<file path="src/rtl/mips32_pkg.sv">
// Shared fetch-path definitions: FSM states, instruction width and the
// default reset PC used by the instruction fetch unit.
package mips32_pkg;

  localparam int INST_W = 32;
  localparam logic [31:0] DEFAULT_RESET_PC = 32'h0000_0000;

  typedef enum logic [1:0] {
    IDLE = 2'd0,
    WAIT = 2'd1,
    DROP = 2'd2
  } ifuState_e;

endpackage

</file>
<file path="src/rtl/ifu_fifo.sv">
// Prefetch buffer for the fetch unit: DEPTH entries (power of two), with
// simultaneous push/pop allowed when full and a flush that empties it at once.
module ifu_fifo #(
  parameter int DEPTH = 2,
  parameter int WIDTH = 64
) (
  input  logic             clk,
  input  logic             rst,
  input  logic             push,
  input  logic [WIDTH-1:0] pushData,
  input  logic             pop,
  input  logic             flush,
  output logic [WIDTH-1:0] headData,
  output logic             full,
  output logic             almostFull,
  output logic             empty
);

  localparam int PTR_W = $clog2(DEPTH);
  localparam int CNT_W = PTR_W + 1;
  localparam logic [CNT_W-1:0] FULL_CNT = CNT_W'(DEPTH);

  logic [WIDTH-1:0] memArray [DEPTH];
  logic [PTR_W-1:0] wrPtrReg;
  logic [PTR_W-1:0] rdPtrReg;
  logic [CNT_W-1:0] countReg;
  logic             doPush;
  logic             doPop;

  assign empty      = (countReg == '0);
  assign full       = (countReg == FULL_CNT);
  assign almostFull = (countReg == FULL_CNT - CNT_W'(1));

  // A pop frees the slot the same-cycle push lands in, so full never blocks it.
  assign doPop  = pop && !empty;
  assign doPush = push && (!full || doPop);

  always_ff @(posedge clk) begin
    if (doPush && !flush) begin
      memArray[wrPtrReg] <= pushData;
    end
  end

  always_ff @(posedge clk or negedge rst) begin
    if (!rst) begin
      wrPtrReg <= '0;
      rdPtrReg <= '0;
      countReg <= '0;
    end else if (flush) begin
      wrPtrReg <= '0;
      rdPtrReg <= '0;
      countReg <= '0;
    end else begin
      if (doPush) wrPtrReg <= wrPtrReg + PTR_W'(1);
      if (doPop)  rdPtrReg <= rdPtrReg + PTR_W'(1);
      countReg <= countReg + CNT_W'(doPush) - CNT_W'(doPop);
    end
  end

  assign headData = memArray[rdPtrReg];

endmodule

</file>
<file path="src/rtl/inst_fetch_unit.sv">
// Instruction fetch unit: single-outstanding-request fetch FSM feeding a prefetch
// buffer toward decode. Define IFU_PERF_CNT_EN to add the fetch_cnt output.
module inst_fetch_unit
  import mips32_pkg::*;
#(
  parameter int          DEPTH    = 2,
  parameter logic [31:0] RESET_PC = DEFAULT_RESET_PC
) (
  input  logic              clk,
  input  logic              rst,
  output logic              imem_req,
  output logic [7:0]        imem_addr,
  input  logic              imem_ack,
  input  logic [INST_W-1:0] imem_rdata,
  input  logic              redirect,
  input  logic [31:0]       redirect_pc,
  output logic              inst_valid,
  input  logic              inst_ready,
  output logic [INST_W-1:0] inst,
  output logic [31:0]       inst_pc
`ifdef IFU_PERF_CNT_EN
  ,
  output logic [31:0]       fetch_cnt
`endif
);

  ifuState_e            stateReg;
  ifuState_e            stateNext;
  logic [31:0]          fetchPcReg;
  logic [31:0]          fetchPcNext;
  logic [7:0]           addrReg;
  logic                 fifoFull;
  logic                 fifoAlmostFull;
  logic                 fifoEmpty;
  logic                 pushEn;
  logic                 popEn;
  logic                 roomAfterPush;
  logic [INST_W+31:0]   headData;

  assign popEn  = inst_valid && inst_ready;
  // Redirect wins over a same-cycle ack: that word belongs to the old path.
  assign pushEn = (stateReg == WAIT) && imem_ack && !redirect;
  assign roomAfterPush = popEn ? !fifoFull : (!fifoFull && !fifoAlmostFull);

  always_ff @(posedge clk or negedge rst) begin
    if (!rst) stateReg <= IDLE;
    else      stateReg <= stateNext;
  end

  always_comb begin
    stateNext = stateReg;
    case (stateReg)
      IDLE: if (!redirect && !fifoFull) stateNext = WAIT;
      WAIT: begin
        if (redirect)      stateNext = imem_ack ? IDLE : DROP;
        else if (imem_ack) stateNext = roomAfterPush ? WAIT : IDLE;
      end
      DROP:    if (imem_ack) stateNext = IDLE;
      default: stateNext = IDLE;
    endcase
  end

  always_comb begin
    imem_req  = (stateReg != IDLE);
    imem_addr = addrReg;
  end

  always_comb begin
    fetchPcNext = fetchPcReg;
    if (redirect)    fetchPcNext = {redirect_pc[31:2], 2'b00};
    else if (pushEn) fetchPcNext = fetchPcReg + 32'd4;
  end

  // While draining a stale response the address must stay on the old request.
  always_ff @(posedge clk or negedge rst) begin
    if (!rst) begin
      fetchPcReg <= RESET_PC;
      addrReg    <= RESET_PC[9:2];
    end else begin
      fetchPcReg <= fetchPcNext;
      addrReg    <= (stateNext == DROP) ? addrReg : fetchPcNext[9:2];
    end
  end

  ifu_fifo #(
    .DEPTH (DEPTH),
    .WIDTH (INST_W + 32)
  ) u_fifo (
    .clk        (clk),
    .rst        (rst),
    .push       (pushEn),
    .pushData   ({imem_rdata, fetchPcReg}),
    .pop        (popEn),
    .flush      (redirect),
    .headData   (headData),
    .full       (fifoFull),
    .almostFull (fifoAlmostFull),
    .empty      (fifoEmpty)
  );

  assign inst_valid = !fifoEmpty;
  assign inst       = inst_valid ? headData[INST_W+31:32] : '0;
  assign inst_pc    = inst_valid ? headData[31:0] : '0;

`ifdef IFU_PERF_CNT_EN
  logic [31:0] fetchCntReg;

  always_ff @(posedge clk or negedge rst) begin
    if (!rst)       fetchCntReg <= '0;
    else if (popEn) fetchCntReg <= fetchCntReg + 32'd1;
  end

  assign fetch_cnt = fetchCntReg;
`endif

endmodule
</file>
<file path="config.mk">
export PLATFORM = sky130hd
export DESIGN_NAME = inst_fetch_unit
export DESIGN_NICKNAME = d
export VERILOG_FILES = /design/src/rtl/mips32_pkg.sv /design/src/rtl/ifu_fifo.sv /design/src/rtl/inst_fetch_unit.sv
export SDC_FILE = /design/constraint.sdc
export NUM_CORES = 1
export LEC_CHECK = 0
export ABC_AREA = 1
export ABC_CLOCK_PERIOD_IN_PS = 4350
export CORE_MARGIN = 1
export CORE_UTILIZATION = 49
export CTS_BUF_LIST = sky130_fd_sc_hd__clkbuf_4
export CTS_CLUSTER_SIZE = 16
export DETAILED_ROUTE_END_ITERATION = 7
export PLACE_DENSITY = 0.79
export RECOVER_POWER = 100
export SLEW_MARGIN = 20
export SYNTH_ARGS = -nofsm -noshare
export SYNTH_HDL_FRONTEND = slang
export SYNTH_SLANG_ARGS = --single-unit
</file>
<file path="constraint.sdc">
create_clock -name clk -period 4.35 [get_ports clk]
set_input_delay 0.87 -clock clk [delete_from_list [all_inputs] [get_ports clk]]
set_output_delay 0.87 -clock clk [all_outputs]
set_load 0.005 [all_outputs]
</file>
# --- Word-level counts from Yosys, hierarchy flattened ---
# Memory sizes are Yosys's and may differ from the RTL's.
# Cells that the tools add are included.
op_classes:
  n_lt_le_gt_ge: 0
  n_eq_ne: 5
  reduce_logical: 19
  bitwise: 0
  muxes: 19
  n_shift: 0
  add_sub_neg: 5
  mul: 0
  div_mod_pow: 0
ops:
  columns: ["operator", "n"]
  rows:
  - ["$mux W32", 4]
  - ["$add A32 B3 Y32 const B", 1]
  - ["$mux W2", 6]
  - ["$logic_and A1 B1 Y1", 8]
  - ["$mux W1", 8]
  - ["$reduce_bool A2 Y1", 4]
  - ["$eq A2 B2 Y1 const B", 3]
  - ["$pmux W2 S3", 1]
  - ["$eq A2 B1 Y1 const B", 2]
  - ["$logic_not A1 Y1", 4]
  - ["$logic_not A2 Y1", 2]
  - ["$add A1 B1 Y1 const B", 2]
  - ["$add A2 B1 Y2", 1]
  - ["$sub A2 B1 Y2", 1]
  - ["$logic_or A1 B1 Y1", 1]
word_totals:
  register_bits: 46
  romBits: 0
  latchBits: 0
  ramBits: 128
  mem_count: 1
mem_list:
  columns: ["memory", "depth", "word_bits", "read_ports", "rd_ports_with_merged_regs", "write_ports", "line_no", "source"]
  rows:
  - ["u_fifo.memArray", 2, 64, 1, 0, 1, "ifu_fifo.sv:23", "logic [WIDTH-1:0] memArray [DEPTH];"]

# --- Longest topological paths before layout ---
# Gate-level depths: netlist of the first run.
logic_depth:
  word_depth: 9
  ltp_mapped: 10

# --- Hierarchy ---
# A second synthesis of the first run with hierarchy kept.
unflattened:
  hier_cells: 918
  area_unflattened_um2: 8145.3
modules_own_cells:
  columns: ["mod", "instances", "seq_area_each_um2", "cells_each", "area_each_um2"]
  rows:
  - ["ifu_fifo", 1, 3943.8, 374, 4938.5]
  - ["inst_fetch_unit", 1, 1001.0, 544, 3206.8]

# --- Worst setup path after synthesis of the first run ---
# No wires, ideal clock.
synth_path:
  kind: "input port to flip-flop"
  start: "input redirect"
  end: "memory u_fifo.memArray[0][10], enable pin"
  setup_slack_ns: -0.042
  n_path_buf: 1
  cell_stages: 4
  t_arrival_ns: 3.909
  path_cell_list: "buf_4 nor2_8 o21ai_1 nor2_1"
synth_between:
  elab_chain_cells: 6
synth_lines:
  columns: ["item", "line_no", "source"]
  rows:
  - ["from (decl)", "inst_fetch_unit.sv:15", "input logic redirect,"]
  - ["$logic_not A1 Y1 (*)", "ifu_fifo.sv:39, inst_fetch_unit.sv:42", null]
  - ["$logic_and A1 B1 Y1", "inst_fetch_unit.sv:42", "assign pushEn = (stateReg == WAIT) && imem_ack && !redirect;"]
  - ["$logic_and A1 B1 Y1", "ifu_fifo.sv:36", "assign doPush = push && (!full || doPop);"]
  - ["$logic_and A1 B1 Y1 (*)", "ifu_fifo.sv:39", "if (doPush && !flush) begin"]
  - ["$mux W1 (*)", "ifu_fifo.sv:39", null]
  - ["$mux W1 (implied by the code) (*)", "ifu_fifo.sv:40", "memArray[wrPtrReg] <= pushData;"]
  - ["to (decl)", "ifu_fifo.sv:23", null]
# Mark *: on every way between the ends. The rest lies on a longest branch, timed or not.

# --- Worst setup path in the final report of the first run ---
layout_path:
  start: "input redirect"
  end: "register addrReg[1] (netlist: imem_addr[1])"
layout_lines:
  columns: ["item", "line_no", "source"]
  rows:
  - ["$logic_not A1 Y1", "inst_fetch_unit.sv:42", null]
  - ["$logic_and A1 B1 Y1", "inst_fetch_unit.sv:42", null]
  - ["$mux W32", "inst_fetch_unit.sv:71", "else if (pushEn) fetchPcNext = fetchPcReg + 32'd4;"]
  - ["$mux W32 (*)", "inst_fetch_unit.sv:70", "if (redirect) fetchPcNext = {redirect_pc[31:2], 2'b00};"]
  - ["named net fetchPcNext[3]", "inst_fetch_unit.sv:30", "logic [31:0] fetchPcNext;"]
  - ["to (signal assigned)", "inst_fetch_unit.sv:78", "addrReg <= RESET_PC[9:2];"]
  - ["to (signal assigned)", "inst_fetch_unit.sv:81", "addrReg <= (stateNext == DROP) ? addrReg : fetchPcNext[9:2];"]
  - ["to (decl)", "inst_fetch_unit.sv:31", "logic [7:0] addrReg;"]
# Mark *: on every way through the listed nets, which the timed path passes. The rest lies on a longest branch. The select of a mux whose other input is x is not followed.
# A chain may end at the register's enable or synchronous reset.

==> results of run 1 <==
## report_power, final
| group | leakage [nW] | internal, mW | switching, mW |
|---|---|---|---|
| Clock | 0.167 | 0.409 | 0.520 |
| Sequential | 1.66 | 1.94 | 0.141 |
| Combinational | 2.05 | 0.714 | 0.888 |
## worst paths after layout
path	end	slack, ns	depth (start not counted)
max	imem_addr[1]	0.60	9
min reg2reg	imem_addr[1]	0.49	2
min in group asynchronous	fetchPcReg[18]	1.04	1
max reg2reg	u_fifo.memArray[0][40]	0.81	8
max in group asynchronous	u_fifo.countReg[1]	1.94	1
min	imem_addr[1]	0.49	2
## worst min-delay path: cells and delay by family (launching register included)
kind,cells,cell delay [ns]
flops,1,0.36
simple gates,2,0.11
## cells in the mapped netlist (5+ instances only)
master    instances  area (µm²)
dfrtp_1          44        1100
nand2_1         150         563
o21ai_0          84         420
edfxtp_1        124        3720
ha_1              5        62.6
clkbuf_1         22        82.6
nor3_1            8        40.0
nor2_1          162         608
inv_1            58         218
o211ai_1          6        45.0
nand3_1          47         235
## final cells by class
| type | instances | area (µm²) |
|---|---|---|
| multi-input combinational | 503 | 2320 |
| clock inverter | 13 | 151 |
| clock buffer | 19 | 143 |
| sequential | 168 | 4820 |
| tap | 184 | 230 |
| fill | 1215 | 5380 |
| inverter | 63 | 236 |
| timing repair buffer | 144 | 1410 |
| antenna | 1 | 2.50 |
## state kept, by name, indices dropped and copies added, names as in the netlist
register         cells
u_fifo.memArray    124
fetchPcReg          30
imem_addr            8
stateReg             2
u_fifo.countReg      2
u_fifo.rdPtrReg      1
u_fifo.wrPtrReg      1
## metrics by stage
step | power [mW] | setup TNS, ns
6_report | 4.61 | 0
5_1_grt | 4.93 | 0
4_1_cts | 4.80 | 0
3_5_place_dp | 3.88 | 0
3_3_place_gp | 3.84 | 0
2_1_floorplan | 2.90 | -5.18
## metal layers
metal,global-route usage [%],vias up,part of all wire (%)
met1,29.4,2621,44
met4,10.7,0,2.5
li1,-,2810,-
met2,35.3,187,48
met5,0,-,0
met3,4.89,41,5.5
## logic make-up after synthesis
kind of cell / Yosys count / synth area share (%)
buffers and inverters: 92 / 4.84
AOI/OAI and AO/OA: 105 / 7.45
adders and majority gates: 5 / 0.835
and+or+nand+nor: 386 / 21.8
other: 1 / 0.0501
xor gates and xnor gates: 5 / 0.585
DFF: 168 / 64.4
==> results_dict.tcl, run 1 <==
set metrics [dict create \
    placementRows 44 \
    power_density_nw_per_um2 495 \
    finalHoldViolCount 0 \
    final_antenna_net_count 0 \
    vdd_ir_drop_max_mv 0.282 \
    yosys_register_bits 168 \
    worst_slew_pin_slew_ns 2.42 \
    die_w_um 126 \
    syn-mean-instance-area_um2 9.83 \
    nNetsFinal 971 \
    syn_area_um2 7490 \
    rsz0062_at_grt "false" \
    stdcell_area_um2 9320 \
    fin_cells 1095 \
    clock_latency_ns 0.55 \
    cts-root-buf "clkbuf_4" \
    ys_seq_area_share_pct 64.4 \
    cts_sinks 168 \
    dieArea_um2 15800 \
    finalCritPeriodShare_pct 86.2 \
    crit_top_cell "nand2_1" \
    path_cells "clkdlybuf4s50_1, clkbuf_1, inv_1, nand2_2, inv_1, nand2_1, nand3_1, nand2_1, nand2_1" \
    wl_per_cell_um 15.0 \
    critPathKind "input port to flop" \
    ys.flop_type "edfxtp_1" \
    setup_viol 0 \
    pre_cts_slack_ns 0.853 \
    leakage_nw 3.88 \
    relSlewSlack_pct -61.1 \
    status "finished, violations left" \
    dp_cells 1062 \
    async_flop_share_pct 26.2 \
    synth_edf_count 124 \
    placed_cell_area_um2 9030 \
    cp_max_fo 33 \
    netlist_instances 762 \
    hold_path.startpoint "imem_addr[1]" \
    final_cell_mix "160 x nor2_1, 150 x nand2_1, 124 x edfxtp_1" \
    fin_skew_ns 0.0223 \
    drc_errors 14 \
    clockBufferDepth 2 \
    viasPerCell 5.17 \
    cp.required_ns 4.80 \
    dr.first_iter.drc_count 426 \
    antenna_found_initial 1 \
    ctsResizeCount 0 \
    r2r_start "u_fifo.countReg[1]" \
    io_pins 143 \
    worstPathArrival_ns 4.20 \
    hold_buffers 0 \
    cts_buffers 17 \
    drv_cap 3 \
    initial_utilization_pct 51.0 \
    yosysWarnings 0 \
    drive_gt1_share_pct 6.15 \
    holdWs_ns 0.495 \
    slowest_stage "clkbuf_1" \
    cts_setup_buffers 0 \
    clk_pin_slew_ns 0.13 \
    critPathMaxStageDelay_ns 1.05 \
    place.gp.congestion 0.926 \
    failed_checks "design-rule violations, max-capacitance violations, max-slew violations" \
    wirelength_um 16500 \
    cp-startpoint "redirect" \
    cts_tree "yes" \
    min_period_ns 3.75 \
    drv_slew 171 \
    vias 5659 \
    grt-ovfl-total 0 \
    final_common_cell "nor2_1" \
    worstSetupEndpointType "flop" \
    fp.dieH_um 126 \
    syn_to_final_growth_pct 24.4 \
    dp.final_hpwl_um 10900 \
    grt_max_degree 63 \
    portBuffers 138 \
    cp_top_family "buffers and inverters" \
    cp-start-kind "input port" \
    grt_pass1_vias 5524 \
    path_buf_inv 4 \
    grt_pass1_wl_um 27100 \
    drt_pass1_iterations 8 \
    yosysUniqueCellTypes 36 \
    hold_class "flop to flop" \
    htree_levels 4 \
    utilization_pct 63.4 \
    fmax_mhz 267 \
    core_um2 14700 \
    track_usage_pct 22.3 \
    setup_ws_ns 0.600 \
]
Power figures use the tool's default switching activity.
==> run 2, diff against run 1 <==
- CORE_UTILIZATION: 49 -> 35
- PLACE_DENSITY: 0.79 -> default
==> results_dict.tcl, run 2 (synthesis gave the netlist of run 1 again) <==
set metrics [dict create \
    regMostFlops "u_fifo.memArray" \
    cts_buffers 17 \
    drive_gt1_share_pct 6.35 \
    ctsResizeCount 0 \
    setup_ws_ns 0.613 \
    die_w_um 148 \
    cp-start-kind "flop" \
    cts_sinks 168 \
    nNetsFinal 974 \
    htree_levels 4 \
    critPathKind "flop to output port" \
    clockBufferDepth 2 \
    dr.first_iter.drc_count 343 \
    dp.final_hpwl_um 11600 \
    vias 5589 \
    hold_buffers 0 \
    r2r_start "u_fifo.countReg[1]" \
    syn_to_final_growth_pct 26.2 \
    track_usage_pct 16.4 \
    worstReg2RegEnd "u_fifo.memArray[0][22]" \
    fin_skew_ns 0.0147 \
    worst_slew_pin_slew_ns 2.52 \
    min_period_ns 3.74 \
    setup_viol 0 \
    core_um2 21000 \
    wirelength_um 17400 \
    placementRows 53 \
    finalCritPeriodShare_pct 85.9 \
    finalHoldViolCount 0 \
    grt-ovfl-total 0 \
    rrSetupSlack_ns 0.87 \
    grt_pass1_vias 5219 \
    initial_utilization_pct 35.6 \
    rsz0062_at_grt "false" \
    holdWs_ns 0.497 \
    hold_path.startpoint "imem_addr[4]" \
    vdd_ir_drop_max_mv 0.205 \
    min_path_cells 2 \
    drc_errors 0 \
    cp.required_ns 3.48 \
    leakage_nw 3.84 \
    hold_end "imem_addr[4]" \
    failed_checks "max-capacitance violations, max-slew violations" \
    clock_latency_ns 0.55 \
    clk_pin_slew_ns 0.15 \
    antenna_found_initial 1 \
    drv_slew 171 \
    io_pins 143 \
    largest_register_ffs 124 \
    grt_pass1_wl_um 27400 \
    worstSetupEndpointType "output port" \
    drt_pass1_iterations 5 \
    grt_max_degree 63 \
    hold_class "flop to flop" \
    relSlewSlack_pct -68.2 \
    drv_cap 3 \
    cts_setup_buffers 0 \
    worstPathArrival_ns 2.87 \
    final_antenna_net_count 0 \
    viasPerCell 4.70 \
    final_common_cell "nor2_1" \
    cp_max_fo 20 \
    place.gp.congestion 0.847 \
    power_density_nw_per_um2 491 \
    nFillCells 2039 \
    wl_per_cell_um 14.6 \
    status "finished, violations left" \
    portBuffers 138 \
    cts_tree "yes" \
    final_cell_mix "160 x nor2_1, 151 x nand2_1, 124 x edfxtp_1" \
    reg2reg_depth 8 \
    fin_cells 1189 \
    dieArea_um2 22000 \
    fp.dieH_um 148 \
    fmax_mhz 268 \
    dp_cells 1156 \
    cts-root-buf "clkbuf_4" \
    pre_cts_slack_ns 1.14 \
]
run 2: routing by layer:
layer / track usage, % / wire length (µm)
met1: 21.9 / 8030
met2: 26.5 / 8140
met3: 3.99 / 1000
met4: 4.69 / 246
met5: 0 / 0
run 2: report_power, final:
group | switching (mW) | internal [mW]
sequential | 0.139 | 1.94
combinational | 0.903 | 0.754
clock | 0.594 | 0.309
run 2: how the worst max path moves through the flow:
stage / from / end / slack, ns / depth (start not counted)
finish: u_fifo.countReg[1] / inst[29] / 0.61 / 7
global route: u_fifo.countReg[1] / inst_pc[10] / 0.26 / 7
CTS: u_fifo.countReg[1] / inst_pc[17] / 0.68 / 7
detailed placement: redirect / u_fifo.memArray[0][45] / 1.14 / 5
global placement: redirect / u_fifo.memArray[1][45] / 1.14 / 5
floorplan: redirect / u_fifo.memArray[0][10] / -0.04 / 4
run 2: layout make-up:
class	instances	area, µm²	share of cell area, %
well taps	275	344	3.64
clock inverters	15	158	1.67
multi-input cells	503	2310	24.5
diodes	1	2.50	0.0265
repair buffers	147	1450	15.3
flip-flops and latches	168	4830	51.1
clock buffers	17	128	1.35
inverters	63	236	2.50
run 2: worst max-delay path: stages, from the launching register on:
cell           delay (ns)
dfrtp_1              0.41
inv_1                0.06
ha_1                 0.18
inv_1                0.39
clkbuf_2             0.44
o21ai_0              0.15
nor2_1               0.10
dlygate4sd3_1        0.60
run 2: per-stage QoR:
step                      utilization (%)  instance area (µm²)  total power, mW  TNS [ns]
after floorplan                         -                 7490             2.90     -5.18
after global placement               43.8                 9210             3.91         0
after detailed placement             43.8                 9210             3.93         0
after CTS                            45.2                 9490             4.85         0
after global routing                 45.0                 9450             5.00         0
final                                45.0                 9450             4.64         0
